## config.mk

```make
export PLATFORM = sky130hd
export DESIGN_NAME = hg_pixel_fetcher
export DESIGN_NICKNAME = d
export VERILOG_FILES = /design/src/rtl/hg_fetch_pkg.sv /design/src/rtl/hg_req_pacer.sv /design/src/rtl/hg_pixel_fetcher.sv
export SDC_FILE = /design/constraint.sdc
export NUM_CORES = 1
export LEC_CHECK = 0
export CORE_MARGIN = 4
export CORE_UTILIZATION = 36
export CTS_BUF_LIST = sky130_fd_sc_hd__clkbuf_2
export DETAILED_ROUTE_END_ITERATION = 8
export PLACE_DENSITY = 0.71
export SLEW_MARGIN = 20
export SYNTH_ARGS = -nofsm -noshare
export SYNTH_HDL_FRONTEND = slang
export SYNTH_SLANG_ARGS = --single-unit
```

## constraint.sdc

```tcl
create_clock -name iCLK -period 2.65 [get_ports iCLK]
set_clock_uncertainty 0.05 [all_clocks]
set_input_delay 0.53 -clock iCLK [delete_from_list [all_inputs] [get_ports iCLK]]
set_output_delay 0.53 -clock iCLK [all_outputs]
set_load 0.01 [all_outputs]
```

## src/rtl/hg_fetch_pkg.sv

```systemverilog
// rtl/hg_fetch_pkg.sv - shared state type, RGB565 layout and defaults for the homography pixel fetcher
package hg_fetch_pkg;

    typedef enum logic [1:0] {
        ST_IDLE,
        ST_REQ,
        ST_OUT,
        ST_GAP
    } fetch_state_t;

    localparam int RED_W   = 5;
    localparam int GREEN_W = 6;
    localparam int BLUE_W  = 5;
    localparam int PIX_W   = RED_W + GREEN_W + BLUE_W;

    localparam logic [PIX_W-1:0] DEF_FILL_COLOR   = 16'h0000;
    localparam int               DEF_FRAME_WIDTH  = 640;
    localparam int               DEF_FRAME_HEIGHT = 480;

    function automatic logic [PIX_W-1:0] pack_rgb(
        input logic [RED_W-1:0]   r,
        input logic [GREEN_W-1:0] g,
        input logic [BLUE_W-1:0]  b
    );
        return {r, g, b};
    endfunction

endpackage

```

## src/rtl/hg_req_pacer.sv

```systemverilog
// rtl/hg_req_pacer.sv - counts request-low cycles after a fall; gap_ok once GAP_CYCLES have elapsed
module hg_req_pacer #(
    parameter int GAP_CYCLES = 2
) (
    input  logic iCLK,
    input  logic iRST,
    input  logic req,
    output logic gap_ok
);

    localparam int CW = $clog2(GAP_CYCLES + 1);

    logic [CW-1:0] gap_cnt_q, gap_cnt_d;

    always_comb begin
        gap_cnt_d = gap_cnt_q;
        if (req) begin
            gap_cnt_d = '0;
        end else if (gap_cnt_q != CW'(GAP_CYCLES)) begin
            gap_cnt_d = gap_cnt_q + 1'b1;
        end
    end

    // Preloaded satisfied so the first request after reset is not held off.
    always_ff @(posedge iCLK or negedge iRST) begin
        if (!iRST) begin
            gap_cnt_q <= CW'(GAP_CYCLES);
        end else begin
            gap_cnt_q <= gap_cnt_d;
        end
    end

    assign gap_ok = (gap_cnt_q == CW'(GAP_CYCLES));

endmodule

```

## src/rtl/hg_pixel_fetcher.sv

```systemverilog
// rtl/hg_pixel_fetcher.sv - homography pixel-read initiator; FETCH_BOUNDS_CHECK_EN enables out-of-frame fill
module hg_pixel_fetcher
    import hg_fetch_pkg::*;
#(
    parameter int               FRAME_WIDTH   = DEF_FRAME_WIDTH,
    parameter int               FRAME_HEIGHT  = DEF_FRAME_HEIGHT,
    parameter int               CAPTURE_DELAY = 4,
    parameter int               GAP_CYCLES    = 2,
    parameter logic [PIX_W-1:0] FILL_COLOR    = DEF_FILL_COLOR
) (
    input  logic               iCLK,
    input  logic               iRST,
    input  logic               iReqValid,
    output logic               oReqReady,
    input  logic [9:0]         iSrcX,
    input  logic [9:0]         iSrcY,
    output logic               oPixValid,
    input  logic               iPixReady,
    output logic [RED_W-1:0]   oPixRed,
    output logic [GREEN_W-1:0] oPixGreen,
    output logic [BLUE_W-1:0]  oPixBlue,
    output logic               oPixMiss,
    output logic               oHGRequest,
    output logic [9:0]         oHGX,
    output logic [9:0]         oHGY,
    input  logic [RED_W-1:0]   iHGRed,
    input  logic [GREEN_W-1:0] iHGGreen,
    input  logic [BLUE_W-1:0]  iHGBlue,
    input  logic               iReady
);

`ifdef FETCH_BOUNDS_CHECK_EN
    localparam bit BOUNDS_EN = 1'b1;
`else
    localparam bit BOUNDS_EN = 1'b0;
`endif

    localparam int CNT_W = 4;

    fetch_state_t     state_q, state_d;
    logic [CNT_W-1:0] cnt_q, cnt_d;
    logic             req_q, req_d;
    logic [9:0]       x_q, x_d, y_q, y_d;
    logic [PIX_W-1:0] pix_q, pix_d;
    logic             miss_q, miss_d;
    logic             valid_q, valid_d;
    logic             ready_q, ready_d;
    logic             gap_ok;
    logic             oob;

    hg_req_pacer #(
        .GAP_CYCLES(GAP_CYCLES)
    ) u_pacer (
        .iCLK  (iCLK),
        .iRST  (iRST),
        .req   (req_q),
        .gap_ok(gap_ok)
    );

    assign oob = BOUNDS_EN && ((32'(iSrcX) >= FRAME_WIDTH) || (32'(iSrcY) >= FRAME_HEIGHT));

    always_comb begin
        state_d = state_q;
        cnt_d   = cnt_q;
        req_d   = req_q;
        x_d     = x_q;
        y_d     = y_q;
        pix_d   = pix_q;
        miss_d  = miss_q;
        valid_d = valid_q;
        case (state_q)
            ST_IDLE: begin
                if (iReqValid && ready_q) begin
                    state_d = ST_REQ;
                    if (oob) begin
                        // Skip the frame store: jump straight to the release step.
                        cnt_d  = CNT_W'(CAPTURE_DELAY + 1);
                        pix_d  = FILL_COLOR;
                        miss_d = 1'b1;
                    end else begin
                        x_d   = iSrcX;
                        y_d   = iSrcY;
                        req_d = 1'b1;
                        cnt_d = CNT_W'(1);
                    end
                end
            end
            ST_REQ: begin
                cnt_d = cnt_q + 1'b1;
                if (cnt_q == CNT_W'(CAPTURE_DELAY)) begin
                    pix_d  = iReady ? pack_rgb(iHGRed, iHGGreen, iHGBlue) : FILL_COLOR;
                    miss_d = !iReady;
                end
                if (cnt_q == CNT_W'(CAPTURE_DELAY + 1)) begin
                    req_d   = 1'b0;
                    valid_d = 1'b1;
                    cnt_d   = '0;
                    state_d = ST_OUT;
                end
            end
            ST_OUT: begin
                if (iPixReady) begin
                    valid_d = 1'b0;
                    state_d = gap_ok ? ST_IDLE : ST_GAP;
                end
            end
            ST_GAP: begin
                if (gap_ok) begin
                    state_d = ST_IDLE;
                end
            end
            default: state_d = ST_IDLE;
        endcase
        ready_d = (state_d == ST_IDLE) && gap_ok;
    end

    always_ff @(posedge iCLK or negedge iRST) begin
        if (!iRST) begin
            state_q <= ST_IDLE;
            cnt_q   <= '0;
            req_q   <= 1'b0;
            x_q     <= '0;
            y_q     <= '0;
            pix_q   <= '0;
            miss_q  <= 1'b0;
            valid_q <= 1'b0;
            ready_q <= 1'b0;
        end else begin
            state_q <= state_d;
            cnt_q   <= cnt_d;
            req_q   <= req_d;
            x_q     <= x_d;
            y_q     <= y_d;
            pix_q   <= pix_d;
            miss_q  <= miss_d;
            valid_q <= valid_d;
            ready_q <= ready_d;
        end
    end

    assign oReqReady  = ready_q;
    assign oHGRequest = req_q;
    assign oHGX       = x_q;
    assign oHGY       = y_q;
    assign oPixValid  = valid_q;
    assign oPixMiss   = miss_q;
    assign oPixRed    = pix_q[PIX_W-1 -: RED_W];
    assign oPixGreen  = pix_q[BLUE_W +: GREEN_W];
    assign oPixBlue   = pix_q[BLUE_W-1:0];

endmodule

```

* Word-level counts from Yosys, hierarchy flattened
Cells that the tools add are included.
** Word-level totals
- Register bits :: 48
- Bits of input ports :: 41
- Logic and storage cells :: 53
** Cells by class
- $add $sub $neg :: 2
- Equal/unequal tests :: 10
- Muxes and demuxes :: 18
- Reduce and logical (&&, ||, !) cells :: 13
** Operator list (count)
- two-way mux 16 bit :: 1
- two-way mux 2 bit :: 7
- equality test 4 x 3 -> 1 bit, second input constant :: 2
- two-way mux 4 bit :: 2
- inequality test 2 bit, second input constant :: 4
- one-hot mux 2 bit (4 select lines) :: 1
- one-hot mux 4 bit (2 select lines) :: 1
- equality test 2 bit, second input constant :: 3
- AND reduction 2 bit :: 3
- AND reduction 3 bit :: 2
- nonzero test 2 bit :: 3
- adder 4 x 1 -> 4 bit, second input constant :: 1
- zero test 2 bit :: 2
- two-way mux 1 bit :: 4
- one-hot mux 1 bit (2 select lines) :: 2
- adder 2 x 1 -> 2 bit, second input constant :: 1
- equality test 2 x 1 -> 1 bit, second input constant :: 1
- logical AND 1 bit :: 2
- zero test 1 bit :: 1

* Depth between registers and ports, before layout
Gate-level depths: netlist (run 1).
- Depth in word-level cells :: 6
- Gate-level depth with buffers :: 6

* By module
From an unflattened synthesis (run 1), not the netlist that was laid out.
** Second synthesis, totals
- Cells, all modules :: 172
- Area, all modules :: 2109.5 µm²
** By module, submodules not included
- hg_pixel_fetcher :: instances 1, cells an instance 163, area each 2010.7 µm², sequential area each 1151.1 µm²
- hg_req_pacer :: instances 1, cells an instance 9, area each 98.8 µm², sequential area each 51.3 µm²

* Worst setup path after synthesis (run 1)
No wires, ideal clock.
- Path kind :: register -> register
- From :: register state_q[1]
- To :: register miss_q, in the netlist oPixMiss
- Setup time :: 0.137 ns
- Data arrival time :: 1.187 ns
- Required time :: 2.463 ns
- Setup slack :: 1.276 ns
- Cell stages (with the launch flop) :: 7
- Buffers on the path :: 3
- Clock period less this slack :: 1.374 ns
- Path through :: dfrtp_1 buf_2 nor2b_4 nand4b_1 buf_4 buf_6 mux2i_1
** Between the ends
- Longest elaborated chain between the ends :: 2
** Ends and longest elaborated chain
- start, declared :: RTL line hg_pixel_fetcher.sv:40 : fetch_state_t state_q, state_d;
- start signal, assigned :: RTL line hg_pixel_fetcher.sv:129 : state_q <= state_d;
- equality test 2 x 1 -> 1 bit :: RTL line hg_pixel_fetcher.sv:71 : case (state_q)
- AND reduction 2 bit (no line)
- end signal, assigned :: RTL line hg_pixel_fetcher.sv:135 : miss_q <= miss_d;
- end, declared :: RTL line hg_pixel_fetcher.sv:45 : logic miss_q, miss_d;
Every way passes these cells.
A chain may end at the register's enable or synchronous reset.

* Worst setup path in the final report (run 1)
- From :: register req_q, in the netlist oHGRequest
- To :: output port oHGRequest
** RTL lines
- start, declared :: RTL line hg_pixel_fetcher.sv:42 : logic req_q, req_d;
- start signal, assigned :: RTL line hg_pixel_fetcher.sv:131 : req_q <= req_d;
- end, declared :: RTL line hg_pixel_fetcher.sv:23 : output logic oHGRequest,
No word-level cell between the ends.

==> run metrics, run 1 <==
Starting Density 0.376; drt total wl 4750 um; sequential share of power 0.439; Net count, final 340; end point of the critical path oHGRequest; Top Ports 81; Critical path origin oHGRequest; GP Congestion 0.722; switch share 0.351; Synth area leaders dfrtp_1, nand2_1, mux2i_1; Cell Rows 27; Final Hold Viols 0; slowest CP cell clkdlybuf4s50_1; critical path's top delay family buffers and inverters; cell internal pwr 0.00193 W; Logic pwr share 0.466; CTS Buf Count 5; die width 84.3 um; average wire per standard cell 12.9 um; post-layout worst setup margin 0.676 ns; largest net degree at the start of global routing 23; H-tree depth 2; core area 5570 um^2; HP Class register to register; crit-path cells clkdlybuf4s50_1; Seq/Total Area, Yosys 0.574; Die Span Y 84.3 um; max_slew headroom 0.584; Initial DRC Count 28; Worst Path Arrival 1.39 ns; pre-CTS setup slack 0.724 ns; Area after DPL 2950 um^2; fin. max-slew vios 0; Area Overhead vs Synth 43.1%; Levels on crit path 1; Clock Power Share 0.095; Worst-Skew Late Latency 0.40 ns; post-route setup TNS 0 ns; via count 1666; Worst Max-Slew Pin Slew 0.621 ns; Yosys reg bits 48; Distinct cells, synth 31; First-pass DRT Iterations 6; first-pass GRT wire length 8080 um; predominant post-synthesis flop cell dfrtp_1; R2R Setup Slk 1.15 ns; reg-to-reg endpoint pix_q[12]; CTS Buffer Depth 2; CP bufs+invs 1; initial antenna violation count 0; Post-Synthesis Cells 214; Post-synth EDFFs 0; unrepaired setup endpoints after global routing false; Final Critical Period 1.97 ns; Syn Nets 259; Yosys top cell by area dfrtp_1; Synth Warn # 0; post-synthesis cell area 2090 um^2; DRC viols 0; Antenna diodes 0; Port-buffer cells 80; vias in the first global route 1758; dpl hpwl 3470 um; pwr dens 990 nW/um^2; status completed; ys async rst share 1.00; f_max 507 MHz; post-route design area 3000 um^2; total track usage 0.138; max_cap viols 0; startpoint of the lowest-slack register-to-register path state_q[0]; Crit path largest cell delay 0.55 ns; Worst Setup Start Kind register; leakage 1.52 nW; post-cts sizing count 0; VDD IR max 0.529 mV; top cell type's share of synthesized area 0.562; switching power 0.00104 W; GRT overflow 0; routed vias/inst 4.53; worst-path maximum fanout 4; CTS root buf clkbuf_2; clock sink count 48; worst reg2reg path depth 4; CTS tree yes; syn avg cell area 9.79 um^2; Final ANT Viol Nets 0; Final setup viols 0; die area 7100 um^2; CP endpoint kind output pin; clock-pin slew on the worst setup and hold paths 0.23 ns; fin crit share 0.745; Crit Path Class register to output pin; share of cells above drive strength 1 0.0507; Worst EP required 2.07 ns
==> timing repair <==
action                    4_1_cts  5_1_grt
buffers inserted                0        0
hold buffers                    1        0
hold endpoints to repair       14        0
==> power groups by stage <==
stage | clock network [W] | logic, W | registers (W)
floorplan | 0 | 0.000536 | 0.00141
finish | 0.000282 | 0.00138 | 0.00130
global route | 0.000332 | 0.00152 | 0.00135
detailed placement | 0 | 0.00140 | 0.00132
CTS | 0.000306 | 0.00141 | 0.00130
global placement | 0 | 0.00136 | 0.00131
==> worst min path at each step <==
stage | start | cells after the start | slack (ns) | end
after floorplan | iRST | 0 | 0.18 | cnt_q[0]
after detailed placement | oHGRequest | 1 | 0.39 | u_pacer.gap_cnt_q[1]
final | oHGRequest | 1 | 0.42 | u_pacer.gap_cnt_q[1]
after CTS | oHGRequest | 1 | 0.42 | u_pacer.gap_cnt_q[1]
after global placement | oHGRequest | 1 | 0.39 | u_pacer.gap_cnt_q[1]
after global routing | oHGRequest | 1 | 0.46 | u_pacer.gap_cnt_q[1]
==> cell families (layout without fill, tap and decap cells) <==
kind of cell,count (synthesis),after routing,synth area share
xor+xnor,1,1,0.00418
mux,17,17,0.0812
flops,48,48,0.574
simple gates,99,99,0.205
compound gates,14,14,0.0454
fa+ha+maj,4,4,0.0239
buf+inv,31,113,0.0657
==> layer usage <==
metal / share of wire / GRT usage / vias up
met1: 0.45 / 0.168 / 769
met4: 0.0065 / 0.0219 / 0
met2: 0.45 / 0.234 / 57
met3: 0.089 / 0.0559 / 5
met5: 0 / 0 / -
li1: - / - / 835
==> metrics by stage <==
| stage | cells | util | hold slack, ns | total power (W) |
|---|---|---|---|---|
| 2_1_floorplan | 214 | - | 0.184 | 0.00194 |
| 3_3_place_gp | 359 | 0.529 | 0.391 | 0.00267 |
| 3_5_place_dp | 359 | 0.529 | 0.388 | 0.00272 |
| 4_1_cts | 368 | 0.538 | 0.422 | 0.00302 |
| 5_1_grt | 368 | 0.538 | 0.458 | 0.00321 |
| 6_report | 368 | 0.538 | 0.418 | 0.00297 |
==> synth_stat cells, drive strengths merged, types with 2 or more instances <==
cell type,count
nand4b,2
nand3,4
nor2,3
o21ai,3
inv,20
mux2i,17
dfrtp,47
buf,8
nand3b,2
o211ai,2
a21oi,2
ha,4
clkbuf,3
nand2,82
==> flip-flops by register name (all words and copies together) (netlist names) <==
| register | count |
|---|---|
| cnt_q | 4 |
| oHGRequest | 1 |
| oHGX | 10 |
| oHGY | 10 |
| oPixMiss | 1 |
| oPixValid | 1 |
| oReqReady | 1 |
| pix_q | 16 |
| state_q | 2 |
| u_pacer.gap_cnt_q | 2 |
==> layout by cell type (no fill, tap or decap), drive strengths merged, types with 2 or more instances in the layout <==
master / instances
nand2: 82
clkdlybuf4s50: 79
dfrtp: 47
inv: 20
mux2i: 17
clkbuf: 5
buf: 5
nand3: 4
ha: 4
o21ai: 3
nor2: 3
clkinv: 3
nand3b: 2
o211ai: 2
nand4b: 2
a21oi: 2
==> layout make-up <==
type | instances | area (um^2)
Clock buffer | 5 | 25.0
Clock inverter | 3 | 13.8
Fill cell | 529 | 2580
Inverter | 20 | 75.1
Multi-Input combinational cell | 135 | 754
Sequential cell | 48 | 1200
Tap cell | 72 | 90.1
Timing Repair Buffer | 85 | 836
No activity file was read; power rests on OpenSTA's default activity.
==> inputs of run 2 (changes only) <==
--- a/config.mk
+++ b/config.mk
@@ -9,7 +9,7 @@
 export CORE_UTILIZATION = 36
 export CTS_BUF_LIST = sky130_fd_sc_hd__clkbuf_2
 export DETAILED_ROUTE_END_ITERATION = 8
-export PLACE_DENSITY = 0.71
+export PLACE_DENSITY = 0.74
 export SLEW_MARGIN = 20
 export SYNTH_ARGS = -nofsm -noshare
 export SYNTH_HDL_FRONTEND = slang
==> constraint.sdc (replaced) <==
create_clock -name iCLK -period 1.6 [get_ports iCLK]
set_clock_uncertainty 0.05 [all_clocks]
set_input_delay 0.32 -clock iCLK [delete_from_list [all_inputs] [get_ports iCLK]]
set_output_delay 0.32 -clock iCLK [all_outputs]
set_load 0.01 [all_outputs]
==> run metrics, run 2 (same netlist as run 1, synthesis figures left out) <==
max FFs per register 16 (unchanged); CTS Buf Count 5 (unchanged); Final Critical Period 1.50 ns; Worst Setup Start Kind register (unchanged); clock-pin slew on the worst setup and hold paths 0.24 ns (was 0.23 ns); Cell Rows 27 (unchanged); CTS root buf clkbuf_2 (unchanged); via count 1727 (was 1666); worst-path maximum fanout 2 (was 4); First-pass DRT Iterations 2 (was 6); average wire per standard cell 12.5 um (was 12.9 um); startpoint of the lowest-slack register-to-register path cnt_q[0] (was state_q[0]); Area after DPL 3000 um^2 (was 2950 um^2); cell internal pwr 0.00304 W (was 0.00193 W); clock sink count 48 (unchanged); Largest Register pix_q (unchanged); switch share 0.363 (was 0.351); initial antenna violation count 0 (unchanged); fill count 524 (was 529); Worst-Skew Late Latency 0.41 ns (was 0.40 ns); CP bufs+invs 1 (unchanged); routed vias/inst 4.51 (was 4.53); crit-path cells dlygate4sd2_1 (was clkdlybuf4s50_1); post-route design area 3090 um^2 (was 3000 um^2); sequential share of power 0.442 (was 0.439); vias in the first global route 1810 (was 1758); pwr dens 1550 nW/um^2 (was 990 nW/um^2); GRT overflow 0 (unchanged); post-route setup TNS 0 ns (unchanged); Crit Path Class register to output pin (unchanged); switching power 0.00173 W (was 0.00104 W); dpl hpwl 3590 um (was 3470 um); VDD IR max 0.610 mV (was 0.529 mV); HP Class input port to async pin (was register to register); Logic pwr share 0.458 (was 0.466); Initial DRC Count 48 (was 28); commonest non-fill, non-tap cell in the layout nand2_1 (unchanged); first-pass GRT wire length 8310 um (was 8080 um); max_slew headroom 0.783 (was 0.584); Port-buffer cells 80 (unchanged); CP endpoint kind output pin (unchanged); slowest CP cell dfrtp_1 (was clkdlybuf4s50_1); largest net degree at the start of global routing 26 (was 23); Net count, final 355 (was 340); fin crit share 0.937; Worst EP required 1.23 ns (was 2.07 ns); Worst Path Arrival 1.13 ns (was 1.39 ns); R2R Setup Slk 0.15 ns (was 1.15 ns); f_max 667 MHz; total track usage 0.142 (was 0.138); Die Span Y 84.3 um (unchanged); status completed (unchanged); die area 7100 um^2 (unchanged); Antenna diodes 0 (unchanged); DRC viols 0 (unchanged); fin. max-slew vios 0 (unchanged); Worst Max-Slew Pin Slew 0.325 ns (was 0.621 ns); worst reg2reg path depth 5 (was 4); die width 84.3 um (unchanged); unrepaired setup endpoints after global routing false (unchanged); total power 0.00477 W (was 0.00297 W); critical path's top delay family flip-flops (was buffers and inverters); H-tree depth 2 (unchanged); leakage 1.70 nW (was 1.52 nW); highest-count cells in the layout ignoring fill and taps nand2_1, dfrtp_1, clkdlybuf4s50_1 (was nand2_1, clkdlybuf4s50_1, dfrtp_1); Cell Count, Final, Fillers Out 383 (was 368); drt total wl 4810 um (was 4750 um); max_cap viols 0 (unchanged); Final setup viols 0 (unchanged); CTS tree yes (unchanged); share of cells above drive strength 1 0.0965 (was 0.0507); Crit path largest cell delay 0.44 ns (was 0.55 ns); core area 5570 um^2 (unchanged); CTS Buffer Depth 2 (unchanged); Top Ports 81 (unchanged); Starting Density 0.376 (unchanged); Final Hold Viols 0 (unchanged); placed insts 364 (was 359); GP Congestion 0.791 (was 0.722); Area Overhead vs Synth 47.3% (was 43.1%); Clock Power Share 0.100 (was 0.095); reg-to-reg endpoint pix_q[13] (was pix_q[12]); Final ANT Viol Nets 0 (unchanged)
-- run 2: layer usage --
layer | GRT usage | vias to the layer above | share of wire
met5 | 0 | - | 0
met4 | 0.0351 | 0 | 0.0089
met3 | 0.0510 | 6 | 0.081
met2 | 0.243 | 60 | 0.46
met1 | 0.170 | 799 | 0.45
li1 | - | 862 | -
-- run 2: stage by stage --
step / util / hold WS (ns) / setup WS (ns)
CTS: 0.549 / 0.319 / 0.0464
detailed placement: 0.538 / 0.279 / 0.00215
global route: 0.554 / 0.288 / 0.00102
floorplan: - / -0.0256 / 0.226
global placement: 0.538 / 0.277 / 0.0509
finish: 0.554 / 0.354 / 0.102
-- run 2: repair_timing --
action / 4_1_cts / 5_1_grt
gates resized for setup: 40 / 7
hold buffers: 1 / 0
setup endpoints to repair: 40 / 11
hold endpoints to repair: 47 / 0
buffers inserted: 8 / 2
-- run 2: worst max-delay path by stage --
stage                           from           end  slack (ns)  cells past startpoint
after global placement     iReqValid       oHGX[7]        0.05                      5
final                     oHGRequest    oHGRequest        0.10                      1
after floorplan           state_q[1]      oPixMiss        0.23                      6
after CTS                   pix_q[5]  oPixGreen[0]        0.05                      1
after global routing        pix_q[3]   oPixBlue[3]       0.001                      1
after detailed placement   iReqValid       oHGY[7]       0.002                      5
-- run 2: layout make-up --
class	instances	area [um^2]	area share
clock buffer	6	30.0	0.00973
clock inverter	2	11.3	0.00365
multi-input combinational	135	754	0.245
tap	72	90.1	0.0292
inverter	20	75.1	0.0243
sequential	48	1200	0.390
timing repair buffer	100	922	0.299
-- run 2: power by group through the flow --
| stage | clock network (W) | registers, W | logic [W] |
|---|---|---|---|
| after CTS | 0.000509 | 0.00211 | 0.00219 |
| after floorplan | 0 | 0.00233 | 0.000887 |
| final | 0.000479 | 0.00211 | 0.00218 |
| after global routing | 0.000566 | 0.00220 | 0.00243 |
| after detailed placement | 0 | 0.00217 | 0.00237 |
| after global placement | 0 | 0.00216 | 0.00230 |
==> inputs of run 3 (changes only) <==
--- a/config.mk
+++ b/config.mk
@@ -10,6 +10,7 @@
 export CTS_BUF_LIST = sky130_fd_sc_hd__clkbuf_2
 export DETAILED_ROUTE_END_ITERATION = 8
 export PLACE_DENSITY = 0.74
+export SETUP_SLACK_MARGIN = 0.4
 export SLEW_MARGIN = 20
 export SYNTH_ARGS = -nofsm -noshare
 export SYNTH_HDL_FRONTEND = slang
==> run metrics, run 3 (same netlist as run 1, synthesis figures left out) <==
Worst Path Arrival 1.70 ns (was 1.13 ns); Final Hold Viols 0 (unchanged); Final ANT Viol Nets 0 (unchanged); commonest non-fill, non-tap cell in the layout nand2_1 (unchanged); Crit path largest cell delay 0.46 ns (was 0.44 ns); max_cap viols 0 (unchanged); clock sink count 48 (unchanged); status completed (unchanged); highest-count cells in the layout ignoring fill and taps nand2_1, dfrtp_1, clkdlybuf4s50_1 (unchanged); max FFs per register 16 (unchanged); switch share 0.363 (about the same); post-layout worst setup margin 0.209 ns (was 0.102 ns); Critical path origin cnt_q[0] (was oHGRequest); Cell Rows 27 (unchanged); Die Span Y 84.3 um (unchanged); Largest Register pix_q (unchanged); post-route design area 3440 um^2 (was 3090 um^2); Crit Path Class register to register (was register to output pin); Net count, final 379 (was 355); drt total wl 5810 um (was 4810 um); max_slew headroom 0.828 (was 0.783); CP bufs+invs 3 (was 1); Final Critical Period 1.39 ns (was 1.50 ns); CTS Buffer Depth 2 (unchanged); unrepaired setup endpoints after global routing true (was false); share of cells above drive strength 1 0.382 (was 0.0965); Starting Density 0.376 (unchanged); Worst EP required 1.90 ns (was 1.23 ns); Worst-Skew Late Latency 0.41 ns (about the same); f_max 719 MHz (was 667 MHz); First-pass DRT Iterations 4 (was 2); VDD IR max 0.778 mV (was 0.610 mV); Logic pwr share 0.530 (was 0.458); Initial DRC Count 43 (was 48); Area after DPL 2980 um^2 (was 3000 um^2); crit-path cells inv_2 -> ha_4 -> nand4b_1 -> buf_6 -> clkbuf_16 -> mux2i_1 (was dlygate4sd2_1); fin. max-slew vios 0 (unchanged); die area 7100 um^2 (unchanged); cell internal pwr 0.00362 W (was 0.00304 W); GRT overflow 0 (unchanged); pwr dens 1650 nW/um^2 (was 1550 nW/um^2); dpl hpwl 3510 um (was 3590 um); average wire per standard cell 14.3 um (was 12.5 um); Worst Max-Slew Pin Slew 0.258 ns (was 0.325 ns); GP Congestion 0.741 (was 0.791); leakage 1.83 nW (was 1.70 nW); CTS Buf Count 5 (unchanged); total track usage 0.156 (was 0.142); die width 84.3 um (unchanged); first-pass GRT wire length 9200 um (was 8310 um); sequential share of power 0.385 (was 0.442); worst-path maximum fanout 8 (was 2); H-tree depth 2 (unchanged); Final Util 0.617 (was 0.554); via count 1880 (was 1727); switching power 0.00206 W (was 0.00173 W); total power 0.00568 W (was 0.00477 W); Port-buffer cells 80 (unchanged); slowest CP cell dfrtp_1 (unchanged); vias in the first global route 1900 (was 1810); initial antenna violation count 0 (unchanged); clock-pin slew on the worst setup and hold paths 0.23 ns (was 0.24 ns); CP endpoint kind register (was output pin); Top Ports 81 (unchanged); routed vias/inst 4.62 (was 4.51); CTS tree yes (unchanged); CTS root buf clkbuf_2 (unchanged); core area 5570 um^2 (unchanged); DRC viols 0 (unchanged); Clock Power Share 0.085 (was 0.100); startpoint of the lowest-slack register-to-register path cnt_q[0] (unchanged); critical path's top delay family flip-flops (unchanged); HP Class input port to async pin (unchanged); Antenna diodes 0 (unchanged); fin crit share 0.869 (was 0.937); largest net degree at the start of global routing 49 (was 26); Area Overhead vs Synth 64.2% (was 47.3%); Worst Setup Start Kind register (unchanged); pre-CTS setup slack -0.0341 ns (was 0.00215 ns); Final setup viols 0 (unchanged)
[run 3: changes by cell type in the layout (fill, tap and decap cells not counted), moves of 12 or more]
cell,previous run,this run
buf_2,1,25
buf_4,17,29
buf_6,1,25
dlygate4sd2_1,34,0
nand2_1,82,63
nand2_2,0,19
[run 3: worst paths after layout]
| check | slack, ns | endpoint | cells past startpoint |
|---|---|---|---|
| worst max register to register | 0.21 | pix_q[13] | 6 |
| max in group asynchronous | 0.89 | u_pacer.gap_cnt_q[1] | 3 |
| worst min register to register | 0.45 | oHGX[4] | 2 |
| worst min-delay path | 0.33 | pix_q[0] | 3 |
| worst max-delay path | 0.21 | pix_q[13] | 6 |
| min in group iCLK | 0.36 | oHGY[6] | 3 |
[run 3: stage by stage]
stage / instances / hold WS, ns / setup TNS [ns]
global route: 407 / 0.308 / 0
floorplan: 214 / -0.0256 / 0
detailed placement: 362 / 0.280 / -0.314
CTS: 390 / 0.329 / 0
global placement: 362 / 0.273 / 0
finish: 407 / 0.332 / 0
[run 3: worst reg2reg max path: cells and delay by family, from the launching register on]
| kind | cells | cell delay [ns] |
|---|---|---|
| flops | 1 | 0.46 |
| buf+inv | 3 | 0.43 |
| mux | 1 | 0.16 |
| fa+ha+maj | 1 | 0.14 |
| simple gates | 1 | 0.11 |
[run 3: power groups by stage]
| stage | clock network [W] | logic (W) | registers (W) |
|---|---|---|---|
| detailed placement | 0 | 0.00233 | 0.00218 |
| finish | 0.000482 | 0.00301 | 0.00219 |
| global placement | 0 | 0.00226 | 0.00218 |
| floorplan | 0 | 0.000902 | 0.00233 |
| CTS | 0.000504 | 0.00230 | 0.00212 |
| global route | 0.000558 | 0.00330 | 0.00225 |
[run 3: timing repair]
| item | 4_1_cts | 5_1_grt |
|---|---|---|
| buffers inserted | 17 | 15 |
| hold endpoints to repair | 47 | 0 |
| gates resized for setup | 194 | 39 |
| hold buffers | 1 | 0 |
| setup endpoints to repair | 87 | 87 |
| gates cloned | 2 | 2 |
| pin swaps | 19 | 14 |
[run 3: area by class of cell]
cell class	instances	area (um^2)
fillers	478	2140
multi-input cells	135	900
repair buffers	124	1130
clock buffers	7	35.0
well taps	72	90.1
flip-flops and latches	48	1200
clock inverters	1	3.75
inverters	20	75.1
[run 3: metal layers]
| metal | GRT usage | routed length, um | vias to the layer above |
|---|---|---|---|
| met2 | 0.260 | 2840 | 70 |
| li1 | - | - | 915 |
| met5 | 0 | 0 | - |
| met4 | 0.0263 | 29 | 0 |
| met1 | 0.202 | 2440 | 892 |
| met3 | 0.0530 | 497 | 3 |
